**src/rtl/sync_updown_counter.sv**
```systemverilog
// Fully synchronous modulo-MODULUS up/down counter with parallel load, terminal-count and wrap outputs.
// Define COUNTER_SATURATE_EN to build a saturating variant (holds at the ends, wrap tied low).
module sync_updown_counter #(
  parameter int unsigned WIDTH   = 4,
  parameter int unsigned MODULUS = 16
) (
  input  logic             clk,
  input  logic             reset,
  input  logic             en,
  input  logic             up_dn,
  input  logic             load,
  input  logic [WIDTH-1:0] load_val,
  output logic [WIDTH-1:0] count,
  output logic             tc,
  output logic             wrap
);

  localparam logic [WIDTH-1:0] MAX_VAL = WIDTH'(MODULUS - 1);
  localparam logic [WIDTH-1:0] ONE     = WIDTH'(1);

  logic             at_max;
  logic             at_zero;
  logic             at_end;
  logic [WIDTH-1:0] count_next;
  logic             wrap_next;

  assign at_max  = (count == MAX_VAL);
  assign at_zero = (count == '0);
  assign at_end  = up_dn ? at_max : at_zero;

  // tc flags the step about to cross the end of the range; a pending load suppresses it
  assign tc = en & ~load & at_end;

  always_comb begin
    count_next = count;
    wrap_next  = 1'b0;
    if (load) begin
      count_next = (load_val > MAX_VAL) ? MAX_VAL : load_val;
    end else if (en) begin
`ifdef COUNTER_SATURATE_EN
      if (!at_end) begin
        count_next = up_dn ? (count + ONE) : (count - ONE);
      end
`else
      if (at_end) begin
        count_next = up_dn ? '0 : MAX_VAL;
        wrap_next  = 1'b1;
      end else begin
        count_next = up_dn ? (count + ONE) : (count - ONE);
      end
`endif
    end
  end

  always_ff @(posedge clk) begin
    if (reset) begin
      count <= '0;
      wrap  <= 1'b0;
    end else begin
      count <= count_next;
      wrap  <= wrap_next;
    end
  end

endmodule

```
**config.mk**
```make
export PLATFORM = sky130hd
export DESIGN_NAME = sync_updown_counter
export DESIGN_NICKNAME = d
export VERILOG_FILES = /design/src/rtl/sync_updown_counter.sv
export SDC_FILE = /design/constraint.sdc
export NUM_CORES = 1
export LEC_CHECK = 0
export CAP_MARGIN = 20
export CORE_AREA = 2 2 39 41
export CTS_CLUSTER_SIZE = 28
export DETAILED_ROUTE_END_ITERATION = 8
export DIE_AREA = 0 0 41 43
export PLACE_DENSITY = 0.54
export SYNTH_ARGS = -nofsm -noshare
export SYNTH_HDL_FRONTEND = slang
export SYNTH_SLANG_ARGS = --single-unit
```
**constraint.sdc**
```tcl
create_clock -name clk -period 1.7 [get_ports clk]
set_input_delay 0.34 -clock clk [delete_from_list [all_inputs] [get_ports clk]]
set_output_delay 0.34 -clock clk [all_outputs]
set_load 0.01 [all_outputs]
```
==> impl_metrics.csv <==
group,metric,value,unit
timing,rsz0062_at_grt,"true",
pwr,vdd_drop_max,0.410,mV
clocking,cts-root-buf,"clkbuf_4",
grt,gr-total-overflow,0,
setup_path,endpoint_kind,"output pin",
cells_and_area,layout-drive-gt1-share,39.7,%
cells_and_area,multi_input_area,278,um2
placement,io_buffer_count,14,
yosys,yosysTopAreaCell,"dfxtp_1",
timing,fmax,559,MHz
grt,grt_pass1_vias,402,
setup_path,start_kind,"flop",
pwr,power.total,0.000461,W
grt,grtUsageTotal,13.4,%
outcome,violations,"negative setup slack",
run,maxCapViolations,0,
grt,antenna_found_initial,0,
yosys,yosysSeqAreaShare,26.9,%
placement,pre_cts_ws,-0.638,ns
clocking,cts_tree,"yes",
setup_path,cp.required,1.36,ns
yosys,syn-cell-area,372,um2
cells_and_area,areaGrowthSynthToFinish,80.8,%
timing,clock_skew,0.00161,ns
yosys,ys_ff_latch,5,
clocking,clk-insertion-delay-late,0.24,ns
grt,top_usage_layer,"met2",
timing,final.min_clock_period,1.79,ns
outcome,status,"finished, violations left",
grt,grt_max_degree,9,
routing,drt-wirelength-per-cell,10.6,um
cells_and_area,nets,86,
setup_path,path_class,"flop to output pin",
timing,relSlewSlack,87.8,%
timing,hold_violations,0,
clocking,cts_max_level,1,
floorplan,core-area,1380,um2
cells_and_area,diodes,0,
yosys,yosysTopAreaCellShare,26.9,%
routing,final_antenna_net_count,0,
timing,setup_viol,1,
pwr,power_leakage,0.292,nW
yosys,ys_types,23,
placement,place.gp.congestion,0.732,
setup_path,cp_max_fo,2,
yosys,syn_nets,54,
clocking,cts_buffer_depth,2,
placement,dpl.hpwl,735,um
routing,routed_wl,947,um
worst_hold_path,hp-class,"flop to flop",
cells_and_area,regArea,101,um2
yosys,syn_avg_cell_area,8.85,um2
routing,drt_iter0_drc,13,
cells_and_area,final.fill_count,145,
floorplan,start_util,26.9,%
routing,firstDrtPassIters,4,
clocking,cts_buffers,3,
floorplan,io_pins,15,
floorplan,die-area,1760,um2
clocking,postCtsHoldBufs,0,
grt,grtUsageMet2,18.8,%
grt,grtUsageMet1,18.4,%
yosys,synth_area_leaders,"dfxtp_1, a21oi_1, xnor2_1",
timing,worst_slew_pin_slew,0.182,ns
floorplan,die_y,43,um
timing,slew_violations,0,
yosys,yosysWarnings,0,
clocking,clock-sinks,5,
routing,drcViolationCount,0,
clocking,clk_pin_slew,0.04,ns
grt,grt_pass1_wl,1590,um
setup_path,crit_arrival,1.45,ns
pwr,p_per_area,686,nW/um2
routing,vias_per_cell,4.48,
yosys,netlist_instances,42,
floorplan,die_w,41,um
routing,routed-via-count,399,
timing,fin_ws,-0.0900,ns
grt,grt_use_met3,6.81,%
timing,fin_crit_sh,105,%
floorplan,placementRows,14,
timing,tns,-0.0900,ns
per-layer routing:
layer | vias to the layer above | routed length [um] | share of wire [%]
li1 | 212 | - | -
met1 | 174 | 423 | 45
met2 | 13 | 454 | 48
met3 | 0 | 68 | 7.2
met4 | 0 | 0 | 0
met5 | - | 0 | 0
cells by family after synthesis:
group | Yosys count | synth area share [%]
flip-flops | 5 | 26.9
buffers and inverters | 3 | 3.37
adder cells (fa/ha/maj) | 3 | 12.1
XOR/XNOR | 4 | 9.43
AND/OR/NAND/NOR | 16 | 27.9
AO/OA/AOI/OAI | 11 | 20.2
sequential cells by signal (all words and copies together), names as in the netlist:
register / cells
count: 4
wrap: 1
stage by stage:
step	std cells	utilization (%)	hold slack, ns	cell area (um2)
detailed placement	84	45.1	0.737	624
floorplan	42	-	0.412	372
finish	89	48.6	0.699	672
global route	89	48.6	0.745	672
global placement	84	45.1	0.734	624
CTS	89	47.6	0.720	659
report_power, final:
part,switching [W],internal [W]
logic,0.0000796,0.000112
clock network,0.0000488,0.0000887
registers,0.00000421,0.000128
total,0.000133,0.000328
final cells by class:
class                      instances  area share [%]
tap                               16            2.98
multi-input combinational         34            41.3
sequential                         5            15.1
timing repair buffer              28            35.6
clock buffer                       4            3.91
inverter                           2            1.12
Yosys cell counts (all sizes together):
| library cell | n |
|---|---|
| a21oi | 7 |
| nor2 | 6 |
| dfxtp | 5 |
| nor3b | 3 |
| xnor2 | 3 |
| ha | 2 |
| inv | 2 |
| o22ai | 2 |
| a21o | 1 |
| a311o | 1 |
| and3 | 1 |
| buf | 1 |
| fa | 1 |
| nand2b | 1 |
| nand3 | 1 |
| nor2b | 1 |
| nor3 | 1 |
| or2 | 1 |
| or4 | 1 |
| xor2 | 1 |
final timing paths:
check,cells past startpoint,start,to,slack (ns)
worst max-delay path,5,count[1]$_SDFFE_PP0P_,tc,-0.09
worst min-delay path,4,count[0]$_SDFFE_PP0P_,wrap$_SDFF_PP0_,0.70
worst max register to register,6,count[1]$_SDFFE_PP0P_,count[3]$_SDFFE_PP0P_,0.12
worst min register to register,4,count[0]$_SDFFE_PP0P_,wrap$_SDFF_PP0_,0.70
cell usage in the layout (no fill, tap or decap):
cell / n
or2_2: 1
inv_1: 1
o22ai_2: 1
clkbuf_4: 3
inv_2: 1
a311o_1: 1
a21oi_1: 5
nand2b_1: 1
dfxtp_1: 4
or4_4: 1
dfxtp_2: 1
and3_1: 1
xnor2_1: 3
a21o_1: 1
nor2b_2: 1
fa_1: 1
nor2_4: 1
ha_4: 1
xor2_1: 1
dlygate4sd2_1: 1
clkdlybuf4s50_1: 12
ha_1: 1
clkbuf_1: 1
a21oi_2: 2
nor3_2: 1
nor3b_1: 3
buf_2: 1
buf_4: 14
o22ai_1: 1
nand3_1: 1
nor2_1: 5
timing repair:
| item | 4_1_cts | 5_1_grt |
|---|---|---|
| setup endpoints to repair | 4 | 2 |
| resized for setup | 8 | 2 |
| setup buffers | 1 | 0 |
| cloned | 0 | 0 |
| pin swaps | 3 | 4 |
worst max-delay path: stages, from the launching register on:
cell     delay [ns]
dfxtp_1        0.30
or4_4          0.55
nor2_4         0.11
nor2b_2        0.05
nor2_1         0.07
buf_2          0.13
Power figures use the tool's default switching activity.
